$ cat src/rtl/pipe_skid_stage.sv
// ---------------------------------------------------------------------------
// pipe_skid_stage
//
// Pipeline register stage with valid/ready handshaking. With SKID=1 it holds
// up to two entries (main + skid) so that in_ready can be a registered signal
// with no combinational path from out_ready. With SKID=0 it degenerates to a
// single stall register whose in_ready is combinational.
//
// Ports:
//   clk        clock, all state updates on the rising edge
//   rst        asynchronous, active-high reset
//   flush      synchronous kill of every held entry (and of a same-cycle input)
//   in_valid   upstream entry present
//   in_ready   stage accepts an entry this cycle
//   in_data    upstream payload           [DATA_W]
//   in_ctrl    upstream control bits      [CTRL_W]
//   out_valid  downstream entry present
//   out_ready  downstream consumes the head entry this cycle
//   out_data   head payload (holds its last value while empty)
//   out_ctrl   head control bits, forced to zero while empty
//   occupancy  number of held entries, 0..2
//   stall_cnt  saturating count of cycles with out_valid=1 and out_ready=0
// ---------------------------------------------------------------------------
module pipe_skid_stage #(
  parameter int DATA_W = 32,
  parameter int CTRL_W = 9,
  parameter int SKID   = 1,
  parameter int CNT_W  = 16
) (
  input  logic              clk,
  input  logic              rst,
  input  logic              flush,
  input  logic              in_valid,
  output logic              in_ready,
  input  logic [DATA_W-1:0] in_data,
  input  logic [CTRL_W-1:0] in_ctrl,
  output logic              out_valid,
  input  logic              out_ready,
  output logic [DATA_W-1:0] out_data,
  output logic [CTRL_W-1:0] out_ctrl,
  output logic [1:0]        occupancy,
  output logic [CNT_W-1:0]  stall_cnt
);

  // The encoding doubles as the occupancy count.
  typedef enum logic [1:0] {
    EMPTY = 2'd0,
    ONE   = 2'd1,
    TWO   = 2'd2
  } state_t;

  state_t            state_reg, state_next;
  logic [DATA_W-1:0] main_data_reg, skid_data_reg;
  logic [CTRL_W-1:0] main_ctrl_reg, skid_ctrl_reg;
  logic [CNT_W-1:0]  stall_cnt_reg;

  logic accept;
  logic pop;
  logic load_main_in;
  logic load_main_skid;
  logic load_skid;

  assign out_valid = (state_reg != EMPTY);
  assign accept    = in_valid & in_ready;
  assign pop       = out_valid & out_ready;
  assign out_data  = main_data_reg;
  // A bubble must never present a live write enable downstream.
  assign out_ctrl  = out_valid ? main_ctrl_reg : '0;
  assign occupancy = state_reg;
  assign stall_cnt = stall_cnt_reg;

  generate
    if (SKID != 0) begin : g_skid
      logic in_ready_reg;

      // Registered ready: look ahead at the next state so the stage never
      // advertises room it will not have.
      always_ff @(posedge clk or posedge rst) begin
        if (rst) begin
          in_ready_reg <= 1'b1;
        end else begin
          in_ready_reg <= (state_next != TWO);
        end
      end

      assign in_ready = in_ready_reg;
    end else begin : g_single
      assign in_ready = ~out_valid | out_ready;
    end
  endgenerate

  // Next-state and register-load decode.
  always_comb begin
    state_next     = state_reg;
    load_main_in   = 1'b0;
    load_main_skid = 1'b0;
    load_skid      = 1'b0;

    case (state_reg)
      EMPTY: begin
        if (accept) begin
          state_next   = ONE;
          load_main_in = 1'b1;
        end
      end
      ONE: begin
        // Without a skid register an accept while full implies a pop, so the
        // SKID==0 term only documents that TWO is never entered there.
        if (accept && (pop || (SKID == 0))) begin
          load_main_in = 1'b1;
        end else if (accept) begin
          state_next = TWO;
          load_skid  = 1'b1;
        end else if (pop) begin
          state_next = EMPTY;
        end
      end
      TWO: begin
        if (pop) begin
          state_next     = ONE;
          load_main_skid = 1'b1;
        end
      end
      default: begin
        state_next = EMPTY;
      end
    endcase

    // Squash wins over everything; a pop in the same cycle still completes
    // downstream because the head was already presented this cycle.
    if (flush) begin
      state_next     = EMPTY;
      load_main_in   = 1'b0;
      load_main_skid = 1'b0;
      load_skid      = 1'b0;
    end
  end

  always_ff @(posedge clk or posedge rst) begin
    if (rst) begin
      state_reg <= EMPTY;
    end else begin
      state_reg <= state_next;
    end
  end

  // Payload registers; they are not cleared by flush so out_data holds.
  always_ff @(posedge clk or posedge rst) begin
    if (rst) begin
      main_data_reg <= '0;
      main_ctrl_reg <= '0;
      skid_data_reg <= '0;
      skid_ctrl_reg <= '0;
    end else begin
      if (load_main_in) begin
        main_data_reg <= in_data;
        main_ctrl_reg <= in_ctrl;
      end else if (load_main_skid) begin
        main_data_reg <= skid_data_reg;
        main_ctrl_reg <= skid_ctrl_reg;
      end
      if (load_skid) begin
        skid_data_reg <= in_data;
        skid_ctrl_reg <= in_ctrl;
      end
    end
  end

  // Stall counter: independent of flush, sticks at all-ones.
  always_ff @(posedge clk or posedge rst) begin
    if (rst) begin
      stall_cnt_reg <= '0;
    end else if (out_valid && !out_ready && (stall_cnt_reg != {CNT_W{1'b1}})) begin
      stall_cnt_reg <= stall_cnt_reg + 1'b1;
    end
  end

endmodule

$ cat config.mk
export PLATFORM = sky130hd
export DESIGN_NAME = pipe_skid_stage
export DESIGN_NICKNAME = d
export VERILOG_FILES = /design/src/rtl/pipe_skid_stage.sv
export SDC_FILE = /design/constraint.sdc
export NUM_CORES = 1
export LEC_CHECK = 0
export ABC_AREA = 0
export BUFFER_PORTS_ARGS = -buffer_cell sky130_fd_sc_hd__buf_2
export CAP_MARGIN = 15
export CORE_UTILIZATION = 53
export DETAILED_ROUTE_END_ITERATION = 6
export HOLD_SLACK_MARGIN = 0.03
export PLACE_DENSITY_LB_ADDON = 0.05
export SLEW_MARGIN = 20
export SYNTH_ARGS = -nofsm -noshare
export SYNTH_HDL_FRONTEND = slang
export SYNTH_SLANG_ARGS = --single-unit
$ cat constraint.sdc
create_clock -name clk -period 3.1 [get_ports clk]
set_input_delay 0 -clock clk [delete_from_list [all_inputs] [get_ports clk]]
set_output_delay 0 -clock clk [all_outputs]
set_load 0.02 [all_outputs]
==> results, run 1 <==
- The final number of max-transition violations is 0.
- The net count after synthesis is 375.
- The clock insertion delay at the later pin of the skew report is 0.35 ns.
- The reported max-cap violation count is 0.
- The boundary pin count is 107.
- The async set-or-reset flop fraction in the synthesized netlist is 1.00.
- Of the total power, registers draw 0.505.
- Subtracting the final worst setup slack from the clock period gives 2.16 ns.
- In this run, synthesis inferred 0 flip-flops with an integrated enable.
- The routed design has 8980 µm of wire.
- The required time of the critical path is 3.33 ns.
- For this run, the share of the core covered by cells in the final layout is 0.725.
- The path type of the worst setup path is flop to flop.
- The die covers 0.00845 mm².
- In this run the most critical hold path is launched from in_valid.
- The biggest area contributor in the post-synthesis netlist is dfrtp_1.
- The congestion estimate from routability-driven global placement came to 0.839.
- The repair_antennas step left the layout with diodes totalling 0.
- The number of design rule violations left after detail routing is 0.
- The worst max-slew margin expressed relative to the limit is 0.306.
- The most used flip-flop cell after synthesis is dfrtp_1.
- The first global-routing pass estimated 14800 µm of wire.
- The number of gates resized after cts is 0.
- From left edge to right edge, the die measures 91.9 µm.
- The post-synthesis sequential area ratio is 0.590.
- The flow ran to the end, and the final reports show no timing, DRC or antenna violations.
- The worst hold path passes through 5 cells.
- The worst setup path is captured at a flop.
- In this run the post-CTS setup repair buffer count came out at 0.
- The number of H-tree levels is 3.
- The number of clock sinks is 101.
- The synthesized cell area is 0.00429 mm².
- The setup clock skew after layout is 0.00759 ns.
- The number of different library cells in the post-synthesis netlist is 35.
- The startpoint identified for the worst register-to-register timing path is occupancy[1].
- The clock buffer count from CTS is 9.
- For this run, the total global-route usage over all layers was measured as 0.226.
- In the layout the commonest cells are 106 x buf_2, 100 x dfrtp_1, 45 x dlygate4sd3_1.
- The fmax is 462 MHz.
- Sorting the synthesized cells by area gives the leading types as dfrtp_1 58%, mux2_2 11%, a22o_1 8.4%.
- The overall die height is 91.9 µm.
- During placement, the flow inserted port buffers numbering 106.
- The pre-antenna-repair detailed-routing pass consisted of 4 iterations.
- The final cycle utilization of the critical path is 0.698.
- The largest fanout on the critical path is 41.
- The post-detailed-placement cell area is 0.00494 mm².
- Among all stages on the critical path, the largest delay is contributed by nand2_2.
- The number of antenna violations at the first check in global routing is 0.
- The standard-cell row count is 32.
- The leftover overflow at the end of global routing is 0.
- Counting tap cells, the placed design contains a total of 523 instances.
- The largest single stage delay on the critical path is 0.58 ns.
- The worst register-to-register path ends at skid_ctrl_reg[8].
- The detailed-route vias per instance is 5.53.
- The design draws 0.00354 W.
- The critical path goes through nand3b_1 -> nor2_1 -> nand2_2 -> mux2_2.
- Setup total negative slack on the finished layout was measured at 0 ns.
- The initial utilization of the core area, before any placement, comes to 0.552.
- After the flow finishes, the layout carries non-filler instances totaling 582.
- The standard cell core area is 0.00777 mm².
- TritonCTS built the clock tree.
- The violation count after the first detailed-routing iteration is 130.
- The worst hold endpoint is occupancy[0].
- The switching power of the nets is 0.000989 W.
- In this run the worst hold path is classified as primary input to flop.
- The count of mapped cells out of synthesis is 328.
- The buffer levels on the longest clock path is 2.
- Setup repair after global routing left no endpoint under its margin.
- The CTS clock-pin slew for the worst setup and hold paths is 0.08 ns.
- In this run the remaining antenna-violating nets after routing total 0.
- The hold violation total from the final report was 0.
- The share of total power dissipated in the clock network is 0.272.
- The total number of yosys warnings is 0.
- The synthesized area per cell is 13.1 µm².
- Summing over every cut layer, the via total after detailed routing is 3219.
- From synthesis to final layout, the design area changed by 31.3%.
- The via count of the first global-routing pass was 3164.
- The startpoint class of the critical path is a flop.
- The number of hold buffers added after CTS was 45.
- The final-report setup violation count is 0.
- Synthesis inferred 101 register bits.
- Entering global routing, the biggest net connects 89 pins.
- The final non-filler cell area is 0.00563 mm².
- The leakage power figure is 2.93 nW.
- The slew at the pin with the worst max-slew slack is 1.04 ns.
- The share of synthesized area in the top cell type comes to 0.584.
- The root buffer selected by CTS is clkbuf_8.
- The number of cells on the worst reg-to-reg path is 4.
- The fraction of layout instances using a drive strength above 1 is 0.375.
- The number of nets in the layout is 524.
- The internal power contribution is 0.00256 W.
- The number of fill cells in the layout is 578.
- Dividing total power by cell area gives a power density of 630 mW/mm².
- The largest voltage drop on the vdd net is 339 µV.
- The per-cell routed wire length is 15.4 µm.
- Of the total power, combinational logic draws 0.223.
- The fraction of power spent switching nets is 0.279.
- The most common library cell in the layout ignoring fill and taps is buf_2.
- The worst register-to-register path has a setup slack of 0.94 ns.
- Data on the critical path arrives at its endpoint at 2.40 ns.
- Once detailed placement completed, the half-perimeter wirelength came to 5550 µm.
worst max-delay path: cells and delay by family, from the launching register on:
family	cells	cell delay, ns
AND/OR/NAND/NOR	3	1.03
multiplexers	1	0.52
flip-flops	1	0.47
worst max path at each step:
| stage | from | endpoint | slack (ns) | cells after the start |
|---|---|---|---|---|
| after global placement | occupancy[1] | skid_data_reg[26] | 1.06 | 4 |
| after CTS | occupancy[1] | skid_data_reg[3] | 0.95 | 4 |
| after detailed placement | occupancy[1] | skid_ctrl_reg[2] | 0.99 | 4 |
| after floorplan | rst | main_ctrl_reg[0] | 0.45 | 1 |
| after global routing | occupancy[1] | skid_data_reg[21] | 0.85 | 4 |
| final | occupancy[1] | skid_ctrl_reg[8] | 0.94 | 4 |
Yosys cell counts (2+ instances only):
cell,count
inv_1,4
nand4_1,7
dfrtp_1,100
xnor2_1,9
nor2_1,9
buf_2,4
a21oi_1,2
o21ai_0,3
nand2_1,6
mux2_2,43
xor2_1,2
a22o_1,41
nand3_1,6
nor3_1,5
and3_1,4
nor2b_1,11
a21o_1,41
clkbuf_1,14
layout make-up:
type,count,area (µm²),area share
tap,102,128,0.0227
multi-input combinational,204,1690,0.300
clock inverter,4,97.6,0.0173
clock buffer,10,138,0.0245
inverter,4,20.0,0.00356
timing repair buffer,157,1030,0.182
sequential,101,2530,0.449
per-layer routing:
layer / vias up / share of wire / GRT usage
met5: - / 0 / 0
met4: 0 / 0.018 / 0.0755
met3: 16 / 0.046 / 0.0531
met2: 87 / 0.48 / 0.381
met1: 1620 / 0.45 / 0.286
li1: 1496 / - / -
cells by family after synthesis:
kind of cell	after synthesis	synth area share
muxes	45	0.119
AOI/OAI and AO/OA	91	0.168
buffers and inverters	23	0.0231
adders and majority gates	1	0.00292
xor gates and xnor gates	11	0.0225
DFF	101	0.590
and+or+nand+nor	56	0.0753
power by group through the flow:
stage	sequential (W)	clock [W]	combinational (W)
finish	0.00179	0.000965	0.000791
global route	0.00183	0.00104	0.000854
CTS	0.00179	0.000994	0.000799
floorplan	0.00191	0	0.000386
detailed placement	0.00181	0	0.000756
global placement	0.00180	0	0.000732
stage by stage:
step / setup slack [ns] / hold slack (ns)
2_1_floorplan: 0.455 / 0.0656
4_1_cts: 0.953 / 0.186
5_1_grt: 0.845 / 0.212
3_5_place_dp: 0.993 / 0.252
6_report: 0.936 / 0.201
3_3_place_gp: 1.06 / 0.247
Note: power is estimated with default switching activity, not from simulation.
==> run 2: changes to the inputs <==
- CORE_UTILIZATION: 53 -> 48
- clock period: 3.1 -> 1.9 ns (I/O delays scaled with it)
==> run 2 against run 1 <==
Against the previous run: global-route usage down 1.1 points; utilization down 6.4 points; first-iteration DRC count shrank 22%; register-to-register slack worse by 0.81 ns; die area increased by 10%; routed wire length rose by 6.5%; sequential power up 63%; final cell count rose by 2.6%; setup slack worse by 0.81 ns; design area rose by 1.8%; flip-flop and latch count unchanged; critical path type unchanged.
==> results, run 2 (synthesis gave the netlist of run 1 again) <==
- The run finished with clean final reports.
- The number of nets still failing antenna checks after routing is 0.
- After routing, the total negative slack on setup checks comes to 0 ns.
- The tree is rooted in a clkbuf_8.
- Data arrives at the worst endpoint at 2.01 ns.
- The critical path crosses 4 cells after its start point.
- The hold violation total from the final report came to 0.
- In the final routed layout, each cell accounts on average for 16.0 µm.
- The clock buffer count from CTS is 9.
- The buffer levels on the longest clock path is 2.
- The final-report setup violation count is 0.
- The final non-filler cell area is 0.00573 mm².
- The net count of the finished layout is 531.
- The number of buffers and inverters on the critical path is 0.
- The fmax is 564 MHz.
- The endpoint kind of the worst setup timing path is a flop.
- Counting cells, the worst reg-to-reg path comes to 4.
- At the pin with the least slew margin, the transition time is 0.672 ns.
- The reported max-cap violation count is 0.
- The analysis attributes to cell leakage a power of 2.97 nW.
- In this design, the largest share of critical-path delay is due to simple AND/OR/NAND/NOR gates.
- 0 antenna diodes ended up in the layout.
- The total power divided by cell area is 979 mW/mm².
- The worst slack at placement is 0.138 ns.
- The signal on the critical path passes through nand4_2 -> or4_1 -> nor2_1 -> mux2_2.
- The first global-routing pass estimated 15100 µm of wire.
- The number of antenna violations at the first check in global routing came to 0.
- The largest single stage delay on the critical path is 0.60 ns.
- In the post-route analysis, the smallest setup slack over all paths is 0.127 ns.
- The worst hold path depth is 5.
- Entering global routing, the biggest net connects 42 pins.
- The critical path is of the flop to flop type.
- STA classifies the critical path startpoint as a flop.
- Setup repair after global routing left no endpoint under its margin.
- Across the VDD grid, the largest voltage drop is 676 µV.
- The initial utilization of the core area, before any placement, comes to 0.494.
- The horizontal die dimension is 96.5 µm.
- After detailed placement, the total cell area comes to 0.00509 mm².
- The number of gates resized after cts is 0.
- The fraction of layout instances using a drive strength above 1 is 0.393.
- The library cells used most frequently in the layout, excluding fill and tap cells, are 106 x buf_2, 98 x dfrtp_1, 45 x dlygate4sd3_1.
- The path class of the tightest hold or removal check is primary input to flop.
- The floorplan has 34 rows.
- The setup clock skew after layout is 0.00902 ns.
- The leftover overflow at the end of global routing is 0.
- The number of design rule violations left after detail routing is 0.
- The largest fanout on the critical path is 5.
- The number of H-tree levels is 3.
- After floorplanning, the core was sized to cover 0.00868 mm².
- The via count of the first global-routing pass is 3129.
- The final cycle utilization of the critical path is 0.933.
- Hold is met by 0.190 ns.
- Dividing the detail-routed via count by the number of cells gives 5.35.
- The aggregate global-route resource usage is 0.214.
- The area growth from synthesis to layout is 33.7%.
- The first detailed-routing pass ran for 6 iterations.
- For this design the top-level I/O count stands at 107.
- Clock-pin slew was measured on the worst setup and hold paths at 0.10 ns.
- The HPWL after detailed placement is 5970 µm.
- The routed layout has 3192 vias.
- Input and output buffers added on the ports amount to 106.
- The slowest library cell on the worst path is or4_1.
- The clock insertion delay at the later pin of the skew report is 0.35 ns.
- Counting tap cells, the placed design contains a total of 536 instances.
- The full die area is 0.00932 mm².
- The final weighted congestion in routability-driven placement is 0.875.
- Clock tree synthesis found a total of 101 sinks.
- The most common library cell in the layout ignoring fill and taps is buf_2.
- The routed design could run at a clock period as short as 1.77 ns.
- For this block, the routed nets add up to 9560 µm of wire.
- STA puts the critical path data required time at 2.13 ns.
- The violation count after the first detailed-routing iteration is 101.
- The overall die height is 96.5 µm.
- The final number of max-transition violations was 0.
- The CTS tree is done.
- The worst max-slew margin expressed relative to the limit is 0.551.
- The non-filler instance count after layout is 597.
[run 2: cell count changes in the layout (fill, tap and decap cells not counted), sizes merged]
cell	change
inv	-1
buf	+7
clkbuf	-1
clkinvlp	+1
bufinv	-2
clkinv	+5
[run 2: worst register-to-register path, cell delays in order, from the launching register on]
cell and delay [ns]:
dfrtp_1 0.44, nand4_2 0.16, or4_1 0.60, nor2_1 0.13, mux2_2 0.34
[run 2: metal layers]
layer / track usage / vias up / wire (µm)
met4: 0.0833 / 0 / 157
li1: - / 1517 / -
met5: 0 / - / 0
met1: 0.277 / 1585 / 4220
met3: 0.0391 / 14 / 401
met2: 0.357 / 76 / 4780
[run 2: worst paths after layout]
path                                       start               end  slack, ns
worst min register to register  main_ctrl_reg[3]  main_ctrl_reg[3]       0.47
worst min-delay path                    in_valid      occupancy[0]       0.19
min in group asynchronous                    rst  skid_data_reg[0]       0.29
max in group asynchronous                    rst  skid_data_reg[9]       1.00
worst max register to register      stall_cnt[5]     stall_cnt[15]       0.13
worst max-delay path                stall_cnt[5]     stall_cnt[15]       0.13
[run 2: final cells by class]
| type | count | area [µm²] |
|---|---|---|
| tap | 108 | 135 |
| inverter | 4 | 18.8 |
| clock inverter | 7 | 66.3 |
| timing repair buffer | 164 | 1150 |
| sequential | 101 | 2530 |
| multi-input combinational | 204 | 1700 |
| fill | 701 | 2950 |
| clock buffer | 9 | 124 |
[run 2: timing repair]
action	in CTS	in global routing
buffers inserted	0	0
hold buffers	45	0
hold endpoints to repair	110	0
[run 2: report_power, final]
part / total, W / switching (W) / internal [W]
logic: 0.00137 / 0.000673 / 0.000694
registers: 0.00292 / 0.000291 / 0.00263
clock network: 0.00132 / 0.000719 / 0.000603
[run 2: stage by stage]
stage	util	power (W)
after floorplan	-	0.00377
final	0.660	0.00561
after CTS	0.660	0.00567
after detailed placement	0.587	0.00427
after global placement	0.587	0.00419
after global routing	0.660	0.00593
